<file path="config.mk">
export PLATFORM = sky130hd
export DESIGN_NAME = uart_word_codec
export DESIGN_NICKNAME = d
export VERILOG_FILES = /design/src/rtl/uart_word_pkg.sv /design/src/rtl/uart_word_rx_core.sv /design/src/rtl/uart_word_tx_core.sv /design/src/rtl/uart_word_codec.sv
export SDC_FILE = /design/constraint.sdc
export NUM_CORES = 1
export LEC_CHECK = 0
export CAP_MARGIN = 20
export CORE_UTILIZATION = 45
export DETAILED_ROUTE_END_ITERATION = 8
export GPL_TIMING_DRIVEN = 0
export PLACE_DENSITY = 0.65
export SLEW_MARGIN = 15
export SYNTH_ARGS = -nofsm -noshare
export SYNTH_HDL_FRONTEND = slang
export SYNTH_SLANG_ARGS = --single-unit
</file>
<file path="constraint.sdc">
create_clock -name clk_i -period 3.75 [get_ports clk_i]
set_input_delay 0.5625 -clock clk_i [delete_from_list [all_inputs] [get_ports clk_i]]
set_output_delay 0.5625 -clock clk_i [all_outputs]
set_load 0.01 [all_outputs]
</file>
<file path="src/rtl/uart_word_pkg.sv">
// Shared definitions for the UART word codec: FSM state encoding and sizing helpers.
package uart_word_pkg;

    typedef enum logic [1:0] {
        StIdle,
        StStart,
        StData,
        StStop
    } uart_state_e;

    // Counter width able to hold 0..n-1, never narrower than one bit.
    function automatic int unsigned cnt_width(input int unsigned n);
        return (n > 1) ? $clog2(n) : 1;
    endfunction

    function automatic int unsigned num_words(input int unsigned w, input int unsigned bpw);
        return (w + bpw - 1) / bpw;
    endfunction

endpackage

</file>
<file path="src/rtl/uart_word_rx_core.sv">
// UART receiver: samples frames mid-bit and reassembles NUM_WORDS chunks into one word.
module uart_word_rx_core
    import uart_word_pkg::*;
#(
    parameter int unsigned CLOCKS_PER_PULSE = 868,
    parameter int unsigned BITS_PER_WORD    = 8,
    parameter int unsigned W_OUT            = 24
) (
    input  logic             clk_i,
    input  logic             rstn_i,
    input  logic             rx_i,
    output logic             m_valid_o,
    output logic [W_OUT-1:0] m_data_o
);

    localparam int unsigned NUM_WORDS = num_words(W_OUT, BITS_PER_WORD);
    localparam int unsigned PadW      = NUM_WORDS * BITS_PER_WORD;
    localparam int unsigned ClkW      = cnt_width(CLOCKS_PER_PULSE);
    localparam int unsigned BitW      = cnt_width(BITS_PER_WORD);
    localparam int unsigned ChunkW    = cnt_width(NUM_WORDS);

    localparam logic [ClkW-1:0]   ClkLast   = ClkW'(CLOCKS_PER_PULSE - 1);
    localparam logic [ClkW-1:0]   HalfLast  = ClkW'(CLOCKS_PER_PULSE / 2 - 1);
    localparam logic [BitW-1:0]   DataLast  = BitW'(BITS_PER_WORD - 1);
    localparam logic [ChunkW-1:0] ChunkLast = ChunkW'(NUM_WORDS - 1);

    uart_state_e              state_q;
    logic                     rx_meta_q;
    logic                     rx_sync_q;
    logic [ClkW-1:0]          clk_cnt_q;
    logic [BitW-1:0]          bit_cnt_q;
    logic [ChunkW-1:0]        chunk_cnt_q;
    logic [BITS_PER_WORD-1:0] shreg_q;
    logic [PadW-1:0]          word_q;
    logic                     m_valid_q;
    logic [W_OUT-1:0]         m_data_q;
    logic [PadW-1:0]          asm_word;
    logic                     bit_done;

    assign bit_done = (clk_cnt_q == ClkLast);

    // Word as it looks once the chunk in shreg_q is written at the current index.
    always_comb begin
        asm_word = word_q;
        asm_word[int'(chunk_cnt_q) * BITS_PER_WORD +: BITS_PER_WORD] = shreg_q;
    end

    always_ff @(posedge clk_i) begin
        if (!rstn_i) begin
            rx_meta_q   <= 1'b1;
            rx_sync_q   <= 1'b1;
            state_q     <= StIdle;
            clk_cnt_q   <= '0;
            bit_cnt_q   <= '0;
            chunk_cnt_q <= '0;
            shreg_q     <= '0;
            word_q      <= '0;
            m_valid_q   <= 1'b0;
            m_data_q    <= '0;
        end else begin
            rx_meta_q <= rx_i;
            rx_sync_q <= rx_meta_q;
            m_valid_q <= 1'b0;
            unique case (state_q)
                StIdle: begin
                    if (!rx_sync_q) begin
                        clk_cnt_q <= '0;
                        state_q   <= StStart;
                    end
                end
                StStart: begin
                    if (clk_cnt_q == HalfLast) begin
                        clk_cnt_q <= '0;
                        bit_cnt_q <= '0;
                        state_q   <= rx_sync_q ? StIdle : StData;
                    end else begin
                        clk_cnt_q <= clk_cnt_q + ClkW'(1);
                    end
                end
                StData: begin
                    if (bit_done) begin
                        clk_cnt_q <= '0;
                        shreg_q   <= {rx_sync_q, shreg_q[BITS_PER_WORD-1:1]};
                        if (bit_cnt_q == DataLast) begin
                            state_q <= StStop;
                        end else begin
                            bit_cnt_q <= bit_cnt_q + BitW'(1);
                        end
                    end else begin
                        clk_cnt_q <= clk_cnt_q + ClkW'(1);
                    end
                end
                StStop: begin
                    if (bit_done) begin
                        clk_cnt_q <= '0;
                        state_q   <= StIdle;
                        if (!rx_sync_q) begin
                            chunk_cnt_q <= '0;
                        end else if (chunk_cnt_q == ChunkLast) begin
                            chunk_cnt_q <= '0;
                            word_q      <= asm_word;
                            m_data_q    <= asm_word[W_OUT-1:0];
                            m_valid_q   <= 1'b1;
                        end else begin
                            chunk_cnt_q <= chunk_cnt_q + ChunkW'(1);
                            word_q      <= asm_word;
                        end
                    end else begin
                        clk_cnt_q <= clk_cnt_q + ClkW'(1);
                    end
                end
                default: state_q <= StIdle;
            endcase
        end
    end

    assign m_valid_o = m_valid_q;
    assign m_data_o  = m_data_q;

endmodule

</file>
<file path="src/rtl/uart_word_tx_core.sv">
// UART transmitter: serialises one W_OUT-bit word as NUM_WORDS back-to-back frames.
module uart_word_tx_core
    import uart_word_pkg::*;
#(
    parameter int unsigned CLOCKS_PER_PULSE = 868,
    parameter int unsigned BITS_PER_WORD    = 8,
    parameter int unsigned W_OUT            = 24,
    parameter int unsigned STOP_BITS        = 1
) (
    input  logic             clk_i,
    input  logic             rstn_i,
    input  logic             s_valid_i,
    input  logic [W_OUT-1:0] s_data_i,
    output logic             s_ready_o,
    output logic             tx_o
);

    localparam int unsigned NUM_WORDS = num_words(W_OUT, BITS_PER_WORD);
    localparam int unsigned PadW      = NUM_WORDS * BITS_PER_WORD;
    localparam int unsigned ClkW      = cnt_width(CLOCKS_PER_PULSE);
    localparam int unsigned BitW      =
        cnt_width((BITS_PER_WORD > STOP_BITS) ? BITS_PER_WORD : STOP_BITS);
    localparam int unsigned ChunkW    = cnt_width(NUM_WORDS);

    localparam logic [ClkW-1:0]   ClkLast   = ClkW'(CLOCKS_PER_PULSE - 1);
    localparam logic [BitW-1:0]   DataLast  = BitW'(BITS_PER_WORD - 1);
    localparam logic [BitW-1:0]   StopLast  = BitW'(STOP_BITS - 1);
    localparam logic [ChunkW-1:0] ChunkLast = ChunkW'(NUM_WORDS - 1);

    uart_state_e       state_q;
    logic [PadW-1:0]   data_q;
    logic [ClkW-1:0]   clk_cnt_q;
    logic [BitW-1:0]   bit_cnt_q;
    logic [ChunkW-1:0] chunk_cnt_q;
    logic              tx_q;
    logic              ready_q;
    logic              bit_done;

    assign bit_done = (clk_cnt_q == ClkLast);

    always_ff @(posedge clk_i) begin
        if (!rstn_i) begin
            state_q     <= StIdle;
            data_q      <= '0;
            clk_cnt_q   <= '0;
            bit_cnt_q   <= '0;
            chunk_cnt_q <= '0;
            tx_q        <= 1'b1;
            ready_q     <= 1'b1;
        end else begin
            if (state_q != StIdle) begin
                clk_cnt_q <= bit_done ? '0 : clk_cnt_q + ClkW'(1);
            end
            unique case (state_q)
                StIdle: begin
                    if (s_valid_i) begin
                        data_q      <= PadW'(s_data_i);
                        chunk_cnt_q <= '0;
                        bit_cnt_q   <= '0;
                        tx_q        <= 1'b0;
                        ready_q     <= 1'b0;
                        state_q     <= StStart;
                    end
                end
                StStart: begin
                    if (bit_done) begin
                        tx_q    <= data_q[0];
                        data_q  <= data_q >> 1;
                        state_q <= StData;
                    end
                end
                StData: begin
                    // data_q shifts across the whole word, so the next chunk lands at bit 0.
                    if (bit_done) begin
                        if (bit_cnt_q == DataLast) begin
                            bit_cnt_q <= '0;
                            tx_q      <= 1'b1;
                            state_q   <= StStop;
                        end else begin
                            bit_cnt_q <= bit_cnt_q + BitW'(1);
                            tx_q      <= data_q[0];
                            data_q    <= data_q >> 1;
                        end
                    end
                end
                StStop: begin
                    if (bit_done) begin
                        if (bit_cnt_q == StopLast) begin
                            bit_cnt_q <= '0;
                            if (chunk_cnt_q == ChunkLast) begin
                                ready_q <= 1'b1;
                                state_q <= StIdle;
                            end else begin
                                chunk_cnt_q <= chunk_cnt_q + ChunkW'(1);
                                tx_q        <= 1'b0;
                                state_q     <= StStart;
                            end
                        end else begin
                            bit_cnt_q <= bit_cnt_q + BitW'(1);
                        end
                    end
                end
                default: state_q <= StIdle;
            endcase
        end
    end

    assign s_ready_o = ready_q;
    assign tx_o      = tx_q;

endmodule

</file>
<file path="src/rtl/uart_word_codec.sv">
// Full-duplex UART word codec: independent transmit and receive cores on one clock.
module uart_word_codec
    import uart_word_pkg::*;
#(
    parameter int unsigned CLOCKS_PER_PULSE = 868,
    parameter int unsigned BITS_PER_WORD    = 8,
    parameter int unsigned W_OUT            = 24,
    parameter int unsigned STOP_BITS        = 1
) (
    input  logic             clk_i,
    input  logic             rstn_i,
    input  logic             s_valid_i,
    input  logic [W_OUT-1:0] s_data_i,
    output logic             s_ready_o,
    output logic             tx_o,
    input  logic             rx_i,
    output logic             m_valid_o,
    output logic [W_OUT-1:0] m_data_o
);

    uart_word_tx_core #(
        .CLOCKS_PER_PULSE(CLOCKS_PER_PULSE),
        .BITS_PER_WORD   (BITS_PER_WORD),
        .W_OUT           (W_OUT),
        .STOP_BITS       (STOP_BITS)
    ) u_tx (
        .clk_i    (clk_i),
        .rstn_i   (rstn_i),
        .s_valid_i(s_valid_i),
        .s_data_i (s_data_i),
        .s_ready_o(s_ready_o),
        .tx_o     (tx_o)
    );

    uart_word_rx_core #(
        .CLOCKS_PER_PULSE(CLOCKS_PER_PULSE),
        .BITS_PER_WORD   (BITS_PER_WORD),
        .W_OUT           (W_OUT)
    ) u_rx (
        .clk_i    (clk_i),
        .rstn_i   (rstn_i),
        .rx_i     (rx_i),
        .m_valid_o(m_valid_o),
        .m_data_o (m_data_o)
    );

endmodule

</file>
==> results by group, run 1 <==
Run status
  – Status: complete, but fails checks
  – Violated checks: design-rule violations

Final layout
  – # diodes: 0
  – Layout cells sized above 1: 0.06977
  – Non-filler cells, final: around 830
  – Fillers: roughly 1000
  – Area delta synth->final: 23.91%
  – Final nets: 722

Detailed routing
  – DRT iter0 DRCs: 239
  – DRC Markers: 4
  – WL per Instance: 15.71 um
  – Total number of vias: about 4600
  – Drt total wl: 13050 um
  – ANT nets after route: 0
  – First-pass DRT Iterations: 7
  – Vias per inst: 5.592

Global route
  – First-pass GRT wire length: 22100 um
  – GRT Util Overall: 0.2216
  – Initial antenna violation count: 0
  – Total gr overflow: 0
  – Vias in the first global route: 4637
  – Largest net degree at the start of global routing: 17

Yosys
  – Count of flip-flops with a built-in enable after synthesis: 0
  – Cell Area, Synth: between 5000 and 6000 um2
  – Mean Syn Cell Area: 9.034 um2
  – Synth async-reset ratio: 0
  – Register area share after synthesis: 0.4373
  – Top-count cell post-synth: dfxtp_1
  – Synth top area share: 0.4373
  – Top_reg_cell synth: dfxtp_1
  – Most frequent cells after synthesis: dfxtp_1, nor2_1, a21oi_1
  – Synth cell types: 55
  – Seq cells post-synth: between 100 and 150
  – Mapped Nets: 650
  – Dominant cell type by area after synthesis: dfxtp_1
  – Synth Warn #: 0
  – Gate count after technology mapping: 603
  – Main area contributors after synthesis: dfxtp_1, a211oi_1, mux2i_1, nor2_1, a21oi_1

Critical path
  – FF-to-FF path depth: 7
  – CP endpoint: u_rx.word_q[22]
  – Crit path DAT: 2.76 ns
  – CP startpoint: u_rx.clk_cnt_q[8]
  – Critical path data required time: 4.01 ns
  – Critical Path Start Type: flop
  – Slowest cell on the critical path: or3b_4
  – Worst R2R End: u_rx.word_q[22]
  – Cells along the critical path: or3b_4 > or3_1 > clkbuf_1 > nor3_4 > buf_2 > buf_2 > a211oi_1
  – Worst Path Buf+Inv: 3
  – Reg2Reg Setup Slack: 1.26 ns
  – WS Path Type: flop to flop
  – CP peak stage delay: approximately 0.43 ns
  – Critical R2R Launch: u_rx.clk_cnt_q[8]
  – CP most frequent cell: buf_2
  – CP max FO: 10
  – Delay-heaviest family, CP: simple AND/OR/NAND/NOR gates
  – Crit. End Element: flop
  – WP depth: 7

Die
  – Die width: 112.0 um
  – Core area: between 10000 and 15000 um2
  – Die H: 112.0 um
  – Row count: 39
  – Die area: 12550 um2
  – Top Ports: 55
  – Initial core utilization: 0.4691

Power and ir drop
  – Peak supply drop: 418.6 uV
  – PwrDens: 598.3 nW/um2
  – Static leakage: around 2.4 nW

Clock tree
  – Clk root buf: clkbuf_16
  – Reg clk slew, reported paths: 0.05 ns
  – Max clock buf depth: 2
  – CTS Sinks: 119
  – CTS tree: built
  – CTS Hold Bufs: 0
  – Total number of H-tree levels: 4
  – # resized after CTS: 0
  – Setup bufs post-CTS: 0
  – Num CTS Buffers: 17
  – Worst-Skew Late Latency: 0.41 ns

STA
  – Final setup viols: 0
  – RSZ-0062 raised after global routing: false
  – Worst-Margin Slew: 0.7651 ns
  – Final period util: 0.6650
  – Slew margin rel.: 0.4886
  – Peak Freq: 0.4010 GHz
  – Setup_tns: 0 ns
  – Final Hold Fails: 0
  – Min Tclk post-route: 2.494 ns
  – Final Skew: 0.004514 ns
  – Slew Viols, Final: 0

Run
  – Max Cap Violations: 0

Placed design
  – # placed instances: around 800
  – Gp weighted congestion: 0.8167
  – Post-DP HPWL: 9082 um
  – Port Buffers: 53

Worst hold path
  – Min-Delay Path Class: flop to flop
-- layer usage --
metal  global-route usage  part of all wire
met5                    0                 0
met4              0.09867             0.024
met3              0.06587             0.057
met2               0.3673              0.47
met1               0.2664              0.45
-- report_power, final --
part           internal (W)  switching, W  leakage (nW)
sequential          0.00140     0.0000758         0.966
combinational      0.000420      0.000548          1.16
clock               0.00104      0.000556         0.286
total               0.00286       0.00118          2.41
-- registers in the layout, summed over array words and instances (netlist names), named ones only --
register	cells
u_tx.tx_o	1
u_rx.m_data_o	24
u_rx.shreg_q	8
u_tx.clk_cnt_q	10
u_tx.data_q	24
u_rx.chunk_cnt_q	2
u_rx.rx_sync_q	1
u_tx.s_ready_o	1
u_rx.clk_cnt_q	10
u_rx.bit_cnt_q	3
u_rx.word_q	24
u_tx.bit_cnt_q	3
u_rx.state_q	1
u_tx.chunk_cnt_q	2
u_rx.m_valid_o	1
u_tx.state_q	2
u_rx.rx_meta_q	1
-- cell type report --
class                           instances  area [um2]  area share
Buffer                                 47       195.2     0.02892
Clock buffer                           24       491.7     0.07285
Clock inverter                          8       95.09     0.01409
Inverter                               14       52.55    0.007785
Multi-Input combinational cell        423        2824      0.4184
Sequential cell                       119        2382      0.3529
Tap cell                              143       178.9     0.02651
Timing Repair Buffer                   53       530.5     0.07859
-- through the flow --
step	power [W]	cell area [um2]	util	worst slack (ns)	hold WS (ns)
2_1_floorplan	0.002240	5448	-	1.635	0.3863
3_3_place_gp	0.002443	6157	0.5302	1.026	0.3929
3_5_place_dp	0.002471	6163	0.5307	1.230	0.3914
4_1_cts	0.004074	6750	0.5812	1.252	0.4041
5_1_grt	0.004270	6750	0.5812	1.082	0.4317
6_report	0.004039	6750	0.5812	1.256	0.4026
-- logic make-up after synthesis --
logic type      synth area share
compound gates            0.2154
xor+xnor                 0.01768
fa+ha+maj                0.04364
buf+inv                  0.04547
flops                     0.4373
mux                      0.06454
simple gates              0.1759
-- worst min-delay path by stage --
stage | to | from | slack (ns) | cells after the start
2_1_floorplan | u_rx.rx_sync_q | u_rx.rx_meta_q | 0.39 | 1
3_3_place_gp | u_rx.rx_sync_q | u_rx.rx_meta_q | 0.39 | 1
3_5_place_dp | u_rx.rx_sync_q | u_rx.rx_meta_q | 0.39 | 1
4_1_cts | u_rx.rx_sync_q | u_rx.rx_meta_q | 0.40 | 1
5_1_grt | u_rx.rx_sync_q | u_rx.rx_meta_q | 0.43 | 1
6_report | u_rx.rx_sync_q | u_rx.rx_meta_q | 0.40 | 1
-- layout by cell type, fill, tap and decap left out, drive strengths merged, types with 8 or more instances in the layout --
cell type | netlist | routed
a211oi | 49 | 49
a22oi | 9 | 9
nor3 | 9 | 9
buf | 13 | 13
nand3 | 8 | 8
inv | 13 | 13
nor2 | 82 | 82
nor2b | 23 | 23
o21ai | 9 | 9
a21oi | 51 | 51
ha | 19 | 19
a31oi | 8 | 8
clkdlybuf4s50 | 0 | 53
nand2 | 18 | 18
mux2i | 34 | 34
clkbuf | 34 | 58
dfxtp | 119 | 119
a311oi | 24 | 24
nand2b | 13 | 13
Power figures use the tool's default switching activity.
==> run 2, diff against run 1 <==
- PLACE_DENSITY: 0.65 -> 0.68
- clock period: 3.75 -> 2.1 ns (I/O delays scaled with it)
==> results by group, run 2 (synthesis results as in run 1) <==
Worst hold path
  – Worst hold path depth: 2 (+1)
  – Worst Hold Path EP: u_rx.rx_sync_q
  – Min-Delay Path Class: input pin to flop
  – Hold Startpoint: rstn_i

Global route
  – Initial antenna violation count: 0 (unchanged)
  – First-pass GRT wire length: 21840 um (-1.2%)
  – GRT Util Overall: 0.2178 (-0.003873)
  – Total gr overflow: 0 (unchanged)
  – Largest net degree at the start of global routing: 17 (unchanged)
  – Vias in the first global route: 4592 (-0.97%)

Die
  – Core area: 11610 um2 (unchanged)
  – Die area: 12550 um2 (unchanged)
  – Initial core utilization: 0.4691 (unchanged)
  – Die H: 112.0 um (unchanged)
  – Top Ports: 55 (unchanged)
  – Die width: 112.0 um (unchanged)
  – Row count: 39 (unchanged)

Clock tree
  – Num CTS Buffers: 17 (unchanged)
  – Total number of H-tree levels: 4 (unchanged)
  – Max clock buf depth: 2 (unchanged)
  – Worst-Skew Late Latency: 0.42 ns (about the same)
  – CTS Sinks: 119 (unchanged)
  – Reg clk slew, reported paths: 0.06 ns (about the same)
  – CTS tree: built
  – CTS Hold Bufs: 0 (unchanged)
  – Clk root buf: clkbuf_16

Placed design
  – Post-DP HPWL: 9121 um (+0.43%)
  – Port Buffers: 53 (unchanged)
  – Gp weighted congestion: 0.8182 (+0.18%)

Final layout
  – Final nets: 724 (+0.28%)
  – Area delta synth->final: 29.01%
  – Fillers: 995 (-4.5%)
  – Most frequent cells in the layout: dfxtp_1, nor2_1, clkdlybuf4s50_1, a21oi_1, a211oi_1
  – Multi-input logic area: 2924 um2 (+3.5%)
  – Register area: 2392 um2 (+0.42%)
  – Layout cells sized above 1: 0.1420 (+0.07226)
  – Most common cell after layout, fill and taps aside: dfxtp_1
  – # diodes: 0 (unchanged)

Power and ir drop
  – Clock share of power: 0.399 (+0.003)
  – Net Sw Frac: 0.2936 (+0.001681)
  – Peak supply drop: 917.6 uV (+120%)
  – Total power: 0.007399 W (+83%)
  – Static leakage: 2.542 nW (+5.3%)
  – Power share of the combinational group: 0.245 (+0.005)
  – Reg power frac: 0.356 (-0.009)
  – PwrDens: 1053 nW/um2 (+76%)
  – Internal Pwr Total: 0.005227 W (+83%)
  – Switch Pwr: 0.002172 W (+84%)

Critical path
  – Critical path data required time: 2.41 ns (-1.60 ns)
  – Critical R2R Launch: u_rx.clk_cnt_q[2]
  – Slowest cell on the critical path: or3b_4
  – Delay-heaviest family, CP: simple AND/OR/NAND/NOR gates
  – Critical Path Start Type: flop
  – Worst R2R End: u_rx.m_data_o[6]
  – FF-to-FF path depth: 7 (unchanged)
  – Crit. End Element: flop
  – CP max FO: 10 (unchanged)
  – Worst Path Buf+Inv: 2 (-1)
  – WS Path Type: flop to flop
  – Cells along the critical path: or3b_4 > or3_4 > nor3_4 > buf_12 > buf_8 > a21oi_1 > a311oi_1
  – Reg2Reg Setup Slack: -0.04 ns (-1.30 ns)
  – Crit path DAT: 2.45 ns (-0.31 ns)
  – CP peak stage delay: 0.42 ns (about the same)

STA
  – Peak Freq: 0.4668 GHz (+16%)
  – Final Skew: 0.007267 ns (+0.002753 ns)
  – Final hold slack: 0.3359 ns (-0.06671 ns)
  – Setup_tns: -0.1778 ns (-0.1778 ns)
  – Final Hold Fails: 0 (unchanged)
  – RSZ-0062 raised after global routing: true
  – Slew Viols, Final: 0 (unchanged)
  – Fin worst setup slack: -0.04228 ns (-1.298 ns)
  – Worst-Margin Slew: 0.7925 ns (+0.02738 ns)
  – Min Tclk post-route: 2.142 ns (-0.3515 ns)
  – Final period util: 1.020 (+0.3551)
  – Slew margin rel.: 0.4668 (-0.02179)
  – Final setup viols: 13 (+13)

Detailed routing
  – Drt total wl: 13250 um (+1.5%)
  – Vias per inst: 5.723 (+2.3%)
  – DRT iter0 DRCs: 296 (+24%)
  – DRC Markers: 6 (+2)
  – WL per Instance: 15.90 um (+1.3%)
  – ANT nets after route: 0 (unchanged)
  – Total number of vias: 4767 (+2.6%)
  – First-pass DRT Iterations: 7 (unchanged)

Run status
  – Violated checks: design-rule violations, negative setup slack
  – Status: complete, but fails checks

Run
  – Max Cap Violations: 0 (unchanged)
==> run 2: cell count changes in the layout (fill, tap and decap cells not counted), moves of 4 or more <==
cell	before	now
clkbuf_1	37	20
clkbuf_2	0	7
a211oi_1	49	43
a211oi_2	0	6
buf_4	3	9
dfxtp_1	119	113
buf_8	0	5
dfxtp_2	0	5
ha_1	19	15
ha_2	0	4
==> run 2: worst max path at each step <==
stage / slack [ns] / cells past startpoint / startpoint / to
4_1_cts: -0.0007 / 8 / u_rx.clk_cnt_q[0] / u_rx.m_data_o[16]
2_1_floorplan: 0.02 / 7 / u_rx.clk_cnt_q[2] / u_rx.word_q[10]
6_report: -0.04 / 7 / u_rx.clk_cnt_q[2] / u_rx.m_data_o[6]
3_3_place_gp: -0.50 / 6 / u_rx.chunk_cnt_q[0] / u_rx.m_data_o[22]
3_5_place_dp: -0.37 / 6 / u_rx.clk_cnt_q[2] / u_rx.m_data_o[16]
5_1_grt: -0.14 / 7 / u_rx.clk_cnt_q[2] / u_rx.m_data_o[8]
==> run 2: what timing repair did <==
item                                    4_1_cts  5_1_grt
gates resized for setup                      24       39
buffers inserted                              1        7
gates cloned                                  0        1
pin swaps                                    10       17
endpoints found under the setup margin       91       89
==> run 2: worst reg2reg max path, cell delays in order, from the launching register on <==
cell and delay, ns:
dfxtp_4 0.35, or3b_4 0.42, or3_4 0.42, nor3_4 0.21, buf_12 0.16, buf_8 0.13, a21oi_1 0.07, a311oi_1 0.27
==> run 2: per-stage QoR <==
stage | instance area (um2) | cells | utilization | setup WS, ns
2_1_floorplan | 5450 | 603 | - | 0.02122
3_3_place_gp | 6160 | 799 | 0.5304 | -0.4988
3_5_place_dp | 6165 | 800 | 0.5308 | -0.3677
4_1_cts | 6832 | 829 | 0.5882 | -0.0007025
5_1_grt | 7028 | 833 | 0.6052 | -0.1388
6_report | 7028 | 833 | 0.6052 | -0.04228
==> run 2: power groups by stage <==
stage	Combinational (W)	Sequential, W	Clock (W)
2_1_floorplan	0.00136	0.00264	0
3_3_place_gp	0.00169	0.00266	0
3_5_place_dp	0.00175	0.00267	0
4_1_cts	0.00179	0.00263	0.00300
5_1_grt	0.00200	0.00266	0.00311
6_report	0.00181	0.00263	0.00295
==> run 2: final cells by class <==
cell class	instances	area share
repair buffers	63	0.09008
inverters	14	0.008011
clock inverters	12	0.02136
plain buffers	39	0.03365
well taps	143	0.02546
multi-input cells	423	0.4161
clock buffers	20	0.06498
flip-flops and latches	119	0.3404
==> run 2: metal layers <==
layer  global-route usage  part of all wire  vias to the layer above
met1               0.2692              0.46                     2287
met5                    0                 0                        -
met3              0.06048             0.055                       18
met2               0.3627              0.48                      111
met4              0.08089             0.014                        0
li1                     -                 -                     2351
